<file path="src/rtl/mont_domain_converter.sv">
// Streaming converter between the normal and Montgomery domains for q = 3329, R = 2^16.
// TO_MONT multiplies by R^2 mod q, FROM_MONT by 1; both then run one Montgomery
// reduction, so the result is a*R mod q or a*R^-1 mod q respectively. The pipeline
// holds three compute stages plus the output register, and the whole pipe moves as one.
module mont_domain_converter #(
    parameter int unsigned Q      = 3329,
    parameter int unsigned QINV   = 62209,
    parameter int unsigned R2MODQ = 1353,
    parameter int unsigned CW     = 12,
    parameter int unsigned NCOEF  = 256
) (
    input  logic                     clk,
    input  logic                     rst_n,
    input  logic                     in_valid,
    output logic                     in_ready,
    input  logic [CW-1:0]            in_data,
    input  logic                     in_mode,
    output logic                     out_valid,
    input  logic                     out_ready,
    output logic [CW-1:0]            out_data,
    output logic [$clog2(NCOEF)-1:0] out_idx,
    output logic                     out_last
);

    localparam int unsigned IW  = $clog2(NCOEF);
    localparam int unsigned PW  = 24;   // a * k < 4096 * 1353 < 2^23
    localparam int unsigned MQW = 28;   // m * Q < 2^16 * 3329 < 2^28
    localparam int unsigned TW  = 14;   // -Q < t < Q fits a signed 14-bit value

    localparam logic [15:0]          QINV_W = 16'(QINV);
    localparam logic [MQW-1:0]       Q_MQ   = MQW'(Q);
    localparam logic signed [TW-1:0] Q_T    = TW'(Q);

    typedef enum logic {
        TO_MONT   = 1'b0,
        FROM_MONT = 1'b1
    } mode_e;

    // Pipeline state: valid bits per stage and the payload each stage carries.
    logic                 v1_q, v2_q, v3_q, out_valid_q;
    logic [PW-1:0]        s1_p_q, s2_p_q;
    logic [15:0]          s2_m_q;
    logic signed [TW-1:0] s3_t_q;
    logic [CW-1:0]        out_data_q;
    logic [IW-1:0]        idx_q;

    // Next-state values computed by each stage.
    logic [PW-1:0]        s1_k;
    logic [PW-1:0]        s1_p_d;
    logic [15:0]          s2_m_d;
    logic [MQW-1:0]       s3_mq;
    logic signed [31:0]   s3_diff;
    logic signed [TW-1:0] s3_t_d;
    logic [CW-1:0]        out_data_d;
    logic [IW-1:0]        idx_d;
    logic                 adv;
    logic                 out_xfer;

    // The whole pipe moves unless the output beat is held by downstream.
    assign adv      = !out_valid_q || out_ready;
    assign out_xfer = out_valid_q && out_ready;

    // S1: the mode only picks the constant; after this stage it is folded into p.
    assign s1_k   = (mode_e'(in_mode) == FROM_MONT) ? PW'(1) : PW'(R2MODQ);
    assign s1_p_d = PW'(in_data) * s1_k;

    // S2: m = p * q^-1 mod 2^16; the 16-bit context truncates the product.
    assign s2_m_d = s2_lo(s1_p_q) * QINV_W;

    // S3: p - m*q has its low 16 bits cleared, so the arithmetic shift is exact.
    assign s3_mq   = MQW'(s2_m_q) * Q_MQ;
    assign s3_diff = $signed(32'(s2_p_q)) - $signed(32'(s3_mq));
    assign s3_t_d  = TW'(s3_diff >>> 16);

    // Output: fold the signed remainder into the canonical range 0..Q-1.
    assign out_data_d = CW'(s3_t_q[TW-1] ? s3_t_q + Q_T : s3_t_q);

    function automatic logic [15:0] s2_lo(input logic [PW-1:0] p);
        return p[15:0];
    endfunction

    // Coefficient index advances once per accepted output beat and wraps at NCOEF.
    // NOTE: idx_d gets its hold value first so every path assigns it and no latch is inferred.
    always_comb begin
        idx_d = idx_q;
        if (out_xfer) begin
            idx_d = idx_q + IW'(1);
        end
    end

    // Control state: valid bits, output data and index, cleared by synchronous reset.
    // NOTE: sequential state uses non-blocking assignments so every stage samples pre-edge values.
    always_ff @(posedge clk) begin
        if (!rst_n) begin
            v1_q        <= 1'b0;
            v2_q        <= 1'b0;
            v3_q        <= 1'b0;
            out_valid_q <= 1'b0;
            out_data_q  <= '0;
            idx_q       <= '0;
        end else begin
            if (adv) begin
                v1_q        <= in_valid;
                v2_q        <= v1_q;
                v3_q        <= v2_q;
                out_valid_q <= v3_q;
                out_data_q  <= out_data_d;
            end
            idx_q <= idx_d;
        end
    end

    // Intermediate datapath registers advance with the pipe.
    // NOTE: these carry no reset; the stage valid bits already mark their contents as meaningless.
    always_ff @(posedge clk) begin
        if (adv) begin
            s1_p_q <= s1_p_d;
            s2_p_q <= s1_p_q;
            s2_m_q <= s2_m_d;
            s3_t_q <= s3_t_d;
        end
    end

    assign in_ready  = adv;
    assign out_valid = out_valid_q;
    assign out_data  = out_data_q;
    assign out_idx   = idx_q;
    assign out_last  = out_valid_q && (idx_q == IW'(NCOEF - 1));

endmodule
</file>
<file path="config.mk">
export PLATFORM = sky130hd
export DESIGN_NAME = mont_domain_converter
export DESIGN_NICKNAME = d
export VERILOG_FILES = /design/src/rtl/mont_domain_converter.sv
export SDC_FILE = /design/constraint.sdc
export NUM_CORES = 1
export LEC_CHECK = 0
export ABC_AREA = 1
export BUFFER_PORTS_ARGS = -buffer_cell sky130_fd_sc_hd__buf_4
export CORE_ASPECT_RATIO = 1.2
export CORE_MARGIN = 1.5
export CORE_UTILIZATION = 40
export DETAILED_ROUTE_END_ITERATION = 6
export MAX_ROUTING_LAYER = met4
export PLACE_DENSITY = 0.61
export RECOVER_POWER = 100
export REMOVE_ABC_BUFFERS = 1
export SYNTH_ARGS = -nofsm -noshare
export SYNTH_HDL_FRONTEND = slang
export SYNTH_SLANG_ARGS = --single-unit
</file>
<file path="constraint.sdc">
create_clock -name clk -period 4.55 [get_ports clk]
set_input_delay 0.91 -clock clk [delete_from_list [all_inputs] [get_ports clk]]
set_output_delay 0.91 -clock clk [all_outputs]
set_load 0.02 [all_outputs]
</file>
== Word level (Yosys, flattened, before mapping) ==
Index checks and enable logic that the tools add are counted.

* Add/subtract/negate cells: 3
* $mul: 3
* Equality and inequality tests: 1
* Muxes and demuxes: 2
* Reductions and logical operators: 4

{| class="wikitable"
|+ Operator list
! kind !! number
|-
| subtractor 24 x 28 -> 29 bit || 1
|-
| multiplier 16 x 12 -> 28 bit, second input constant || 1
|-
| multiplier 12 x 11 -> 23 bit || 1
|-
| multiplier 16 x 13 -> 16 bit, second input constant || 1
|-
| adder 12 x 11 -> 12 bit, second input constant || 1
|-
| 2-to-1 mux 12 bit || 1
|-
| 2-to-1 mux 11 bit || 1
|-
| adder 8 x 1 -> 8 bit, second input constant || 1
|-
| == test 8 bit, second input constant || 1
|-
| logical AND 1 bit || 2
|-
| zero test 1 bit || 1
|-
| logical OR 1 bit || 1
|}

* Register bits: 101
* Input port bits: 17
* Word-level logic and storage cells: 23

== Logic depth before layout (Yosys ltp) ==
* Depth after elaboration: 2
* Depth in mapped cells: 22
* Depth with buffers taken out: 22

== Least setup slack after synthesis ==
No wires, ideal clock.

* Path kind: input port to flip-flop
* Start point: input in_mode
* End point: register s1_p_q[20] (data pin)
* Library setup time: 252 ps
* Arrival time: 4261 ps
* Required time: 4298 ps
* Setup slack: 37 ps
* Stages: 16
* Cells stage by stage: clkbuf_1 nor2_1 xnor2_1 fa_1 inv_1 fa_1 fa_1 ha_1 ha_1 nand2_1 o21ai_0 inv_1 nand2_1 nand3_1 nand3_1 nand2_1

* Cells in the longest elaborated chain, start to end: 2

{| class="wikitable"
|+ RTL lines
! item !! line !! RTL
|-
| from (decl) || 17 || <nowiki>input logic in_mode,</nowiki>
|-
| 2-to-1 mux 11 bit || 64 || <nowiki>assign s1_k = (mode_e'(in_mode) == FROM_MONT) ? PW'(1) : PW'(R2MODQ);</nowiki>
|-
| multiplier 12 x 11 -> 23 bit || 65 || <nowiki>assign s1_p_d = PW'(in_data) * s1_k;</nowiki>
|-
| named net s1_p_d[20] || 49 || <nowiki>logic [PW-1:0] s1_p_d;</nowiki>
|-
| to (signal assigned) || 117 || <nowiki>s1_p_q <= s1_p_d;</nowiki>
|-
| to (decl) || 41 || <nowiki>logic [PW-1:0] s1_p_q, s2_p_q;</nowiki>
|}

The timed path passes the listed nets, and every way through them passes these cells.
A chain may end at the register's enable or synchronous reset.

== Worst setup path after layout ==
* Start point: register s2_m_q[5]
* End point: register s3_t_q[11] (data pin)

* Cells in the longest elaborated chain, start to end: 2

{| class="wikitable"
|+ RTL lines
! item !! line !! RTL
|-
| from (decl) || 42 || <nowiki>logic [15:0] s2_m_q;</nowiki>
|-
| from (signal assigned) || 119 || <nowiki>s2_m_q <= s2_m_d;</nowiki>
|-
| multiplier 16 x 12 -> 28 bit || 71 || <nowiki>assign s3_mq = MQW'(s2_m_q) * Q_MQ;</nowiki>
|-
| subtractor 24 x 28 -> 29 bit || 72 || <nowiki>assign s3_diff = $signed(32'(s2_p_q)) - $signed(32'(s3_mq));</nowiki>
|-
| named net s3_diff[27] || 52 || <nowiki>logic signed [31:0] s3_diff;</nowiki>
|-
| to (signal assigned) || 120 || <nowiki>s3_t_q <= s3_t_d;</nowiki>
|-
| to (decl) || 43 || <nowiki>logic signed [TW-1:0] s3_t_q;</nowiki>
|}

The timed path passes the listed nets, and every way through them passes these cells.

==> impl_metrics.csv <==
group,metric,value,unit
outcome,outcome,"complete, but fails checks",
outcome,failed_checks,"max-capacitance violations, max-slew violations",
worst_setup_path,r2r-start,"s2_m_q[5]$_DFFE_PP_",
sta,slew_violations,73,
cts,clkTransAtPathRegs,0.08,ns
routing,drt_pass1_iterations,5,
synth,ys_warn_count,0,
die,dieWidth,147.3,um
routing,ant_nets,0,
cts,cts_tree,"done",
synth,synth_top_cell_area_share,25.29,%
job,maxCapViolations,1,
synth,synthTopCellsByArea,"ha_1, edfxtp_1, inv_1",
placed_design,io_buffers,39,
cts,cts_root_buffer,"clkbuf_16",
worst_setup_path,critPathBufInv,6,
hold_path,min_path_type,"reg2reg",
final_layout,instances_no_fill,1626,
synth,seq_area_frac_synth,24.94,%
sta,tightest_slew,1.788,ns
die,row_count,63,
grt,grt_max_degree,73,
die,fp.dieH,176.1,um
cts,holdBufCountCts,0,
placed_design,gp_congestion,0.9070,
cts,clockBufferDepth,2,
routing,wl_per_cell,12.46,um
worst_setup_path,critPathKind,"reg2reg",
synth,synth_cells,1213,
sta,hold_violations,0,
sta,fin_skew,0.01466,ns
worst_setup_path,critPathMostFrequentCell,"inv_1",
cts,cts.sinks,91,
worst_setup_path,critPathLaunchType,"flop",
grt,grt_use_total,17.01,%
synth,synth_largest_area_cell,"ha_1",
synth,synth_area,0.009992,mm^2
cts,post_cts_buffers,0,
cts,numCtsBuffers,9,
worst_setup_path,worstPathRequired,4.65,ns
worst_setup_path,r2r-end,"s3_t_q[11]$_DFFE_PP_",
hold_path,min_to,"s2_p_q[18]$_DFFE_PP_",
worst_setup_path,rrSetupSlack,0.24,ns
sta,setup_viol,0,
synth,synth_edf_count,67,
worst_setup_path,cp.arrival,4.41,ns
final_layout,area_growth,11.95,%
grt,globalRouteOverflowTotal,0,
sta,whs,0.4216,ns
die,initial_core_util,40.63,%
placed_design,dp_cells,1610,
die,dieArea,0.02594,mm^2
worst_setup_path,critPathTopFamily,"adder cells",
placed_design,post-dp-hpwl,17.49,mm
worst_setup_path,path_cells,"ha_1, inv_1, fa_1, inv_1, ha_1, inv_1, fa_1, inv_1, fa_1, inv_1, ha_2, nand2_2, nor2_2, inv_1, nor3_2, nand2_1, nand4_1, nand2_1",
routing,vias,7570,
worst_setup_path,endpoint_kind,"flop",
synth,async_flop_share,0,%
worst_setup_path,rr_worst_depth,18,
synth,ys_seq_elements,91,
sta,period_share,94.64,%
worst_setup_path,crit_fanout,4,
final_layout,antennaDiodeCount,0,
die,fp.coreArea,0.02459,mm^2
worst_setup_path,cp_slowest_stage_delay,0.53,ns
sta,rsz0062_at_grt,"no",
routing,wirelength,20.26,mm
synth,yosysUniqueCellTypes,34,
sta,fmax,232.2,MHz
cts,cts_max_level,3,
final_layout,layout-drive-gt1-share,7.379,%
die,pin_count,40,
final_layout,nNetsFinal,1574,
cts,ctsResizeCount,0,
grt,first_global_vias,7514,
sta,finalCriticalPeriod,4.306,ns
synth,avgSynthCellArea,8.237,um^2
grt,grt_first_pass_wirelength,34.04,mm
routing,drt-vias-per-instance,4.656,
routing,drc,0,
cts,clock_latency,0.35,ns
worst_setup_path,crit_slowest_cell,"fa_1",
hold_path,min_from,"s1_p_q[18]$_DFFE_PP_",
routing,first_iter_violations,243,
grt,grt_antenna_before_repair,0,
sta,slew_headroom,-19.17,%
hold_path,worstHoldPathCells,0,
synth,synth_flop_cell,"edfxtp_1",
-- cells by family (layout without fill, tap and decap cells) --
group | after synthesis | count (layout) | share of synthesized area [%]
fa+ha+maj | 261 | 261 | 37.11
simple gates | 395 | 395 | 17.09
xor+xnor | 37 | 37 | 3.243
buf+inv | 333 | 421 | 12.57
compound gates | 96 | 96 | 5.034
flops | 91 | 91 | 24.94
-- how the worst max path moves through the flow --
stage	cells past startpoint	slack, ns	end	from
floorplan	15	0.24	s1_p_q[17]$_DFFE_PP_	in_mode
global route	19	0.008	s3_t_q[11]$_DFFE_PP_	s2_m_q[3]$_DFFE_PP_
global placement	16	-0.05	s1_p_q[20]$_DFFE_PP_	in_mode
CTS	19	0.15	s3_t_q[11]$_DFFE_PP_	s2_m_q[5]$_DFFE_PP_
detailed placement	19	-0.11	s1_p_q[20]$_DFFE_PP_	in_mode
finish	18	0.24	s3_t_q[11]$_DFFE_PP_	s2_m_q[5]$_DFFE_PP_
-- Yosys cell counts (all sizes together) (3+ instances only) --
cell type    n
or2          6
nand3       54
nor3         8
inv        327
ha         202
edfxtp      67
nand2      224
xnor2       15
xor2        22
buf          3
a21o         3
o21ai       34
dfxtp       24
nand4       20
a21oi       52
clkbuf       3
nor2        77
o21bai       4
fa          59
-- cells in the final DEF, fill, tap and decap left out, types with 6 or more instances in the layout --
| cell type | count |
|---|---|
| edfxtp_1 | 67 |
| nand3_1 | 54 |
| nand2_2 | 7 |
| fa_1 | 59 |
| nand4_1 | 20 |
| inv_1 | 325 |
| buf_4 | 44 |
| nor2_1 | 68 |
| xnor2_1 | 15 |
| o21ai_0 | 31 |
| dfxtp_1 | 24 |
| clkbuf_1 | 27 |
| ha_1 | 200 |
| a21oi_1 | 50 |
| xor2_1 | 22 |
| nor3_1 | 6 |
| clkbuf_16 | 10 |
| nand2_1 | 217 |
| clkbuf_4 | 6 |
-- metrics by stage --
stage                     area, um^2  setup WS [ns]  utilization (%)  setup TNS (ns)
final                          11190         0.2440            45.48               0
after global routing           11190       0.007552            45.48               0
after CTS                      11250         0.1459            45.75               0
after detailed placement       10960        -0.1093            44.55         -0.4748
after global placement         10960       -0.04731            44.55         -0.1569
after floorplan                 9963         0.2366                -               0
-- flip-flops by register name, summed over array words and instances, names as in the netlist --
register,cells
out_data,12
out_idx,8
out_valid,1
s1_p_q,23
s2_m_q,16
s2_p_q,15
s3_t_q,13
v1_q,1
v2_q,1
v3_q,1
-- per-layer routing --
layer,routed length [um],track usage (%)
met3,442,2.145
met2,11080,33.16
met5,0,-
met1,8102,17.19
met4,628,6.125
-- final cells by class --
type                    count  area, um^2
flip-flops and latches     91        2492
repair buffers             78       489.2
clock inverters             5       41.29
inverters                 327        1229
well taps                 325       406.6
multi-input cells         789        6274
fillers                  2483       13410
clock buffers              11       254.0
Power is left out: the tool's default activity adds up to more than one toggle a clock period on the data nets, which glitch-free logic cannot reach.
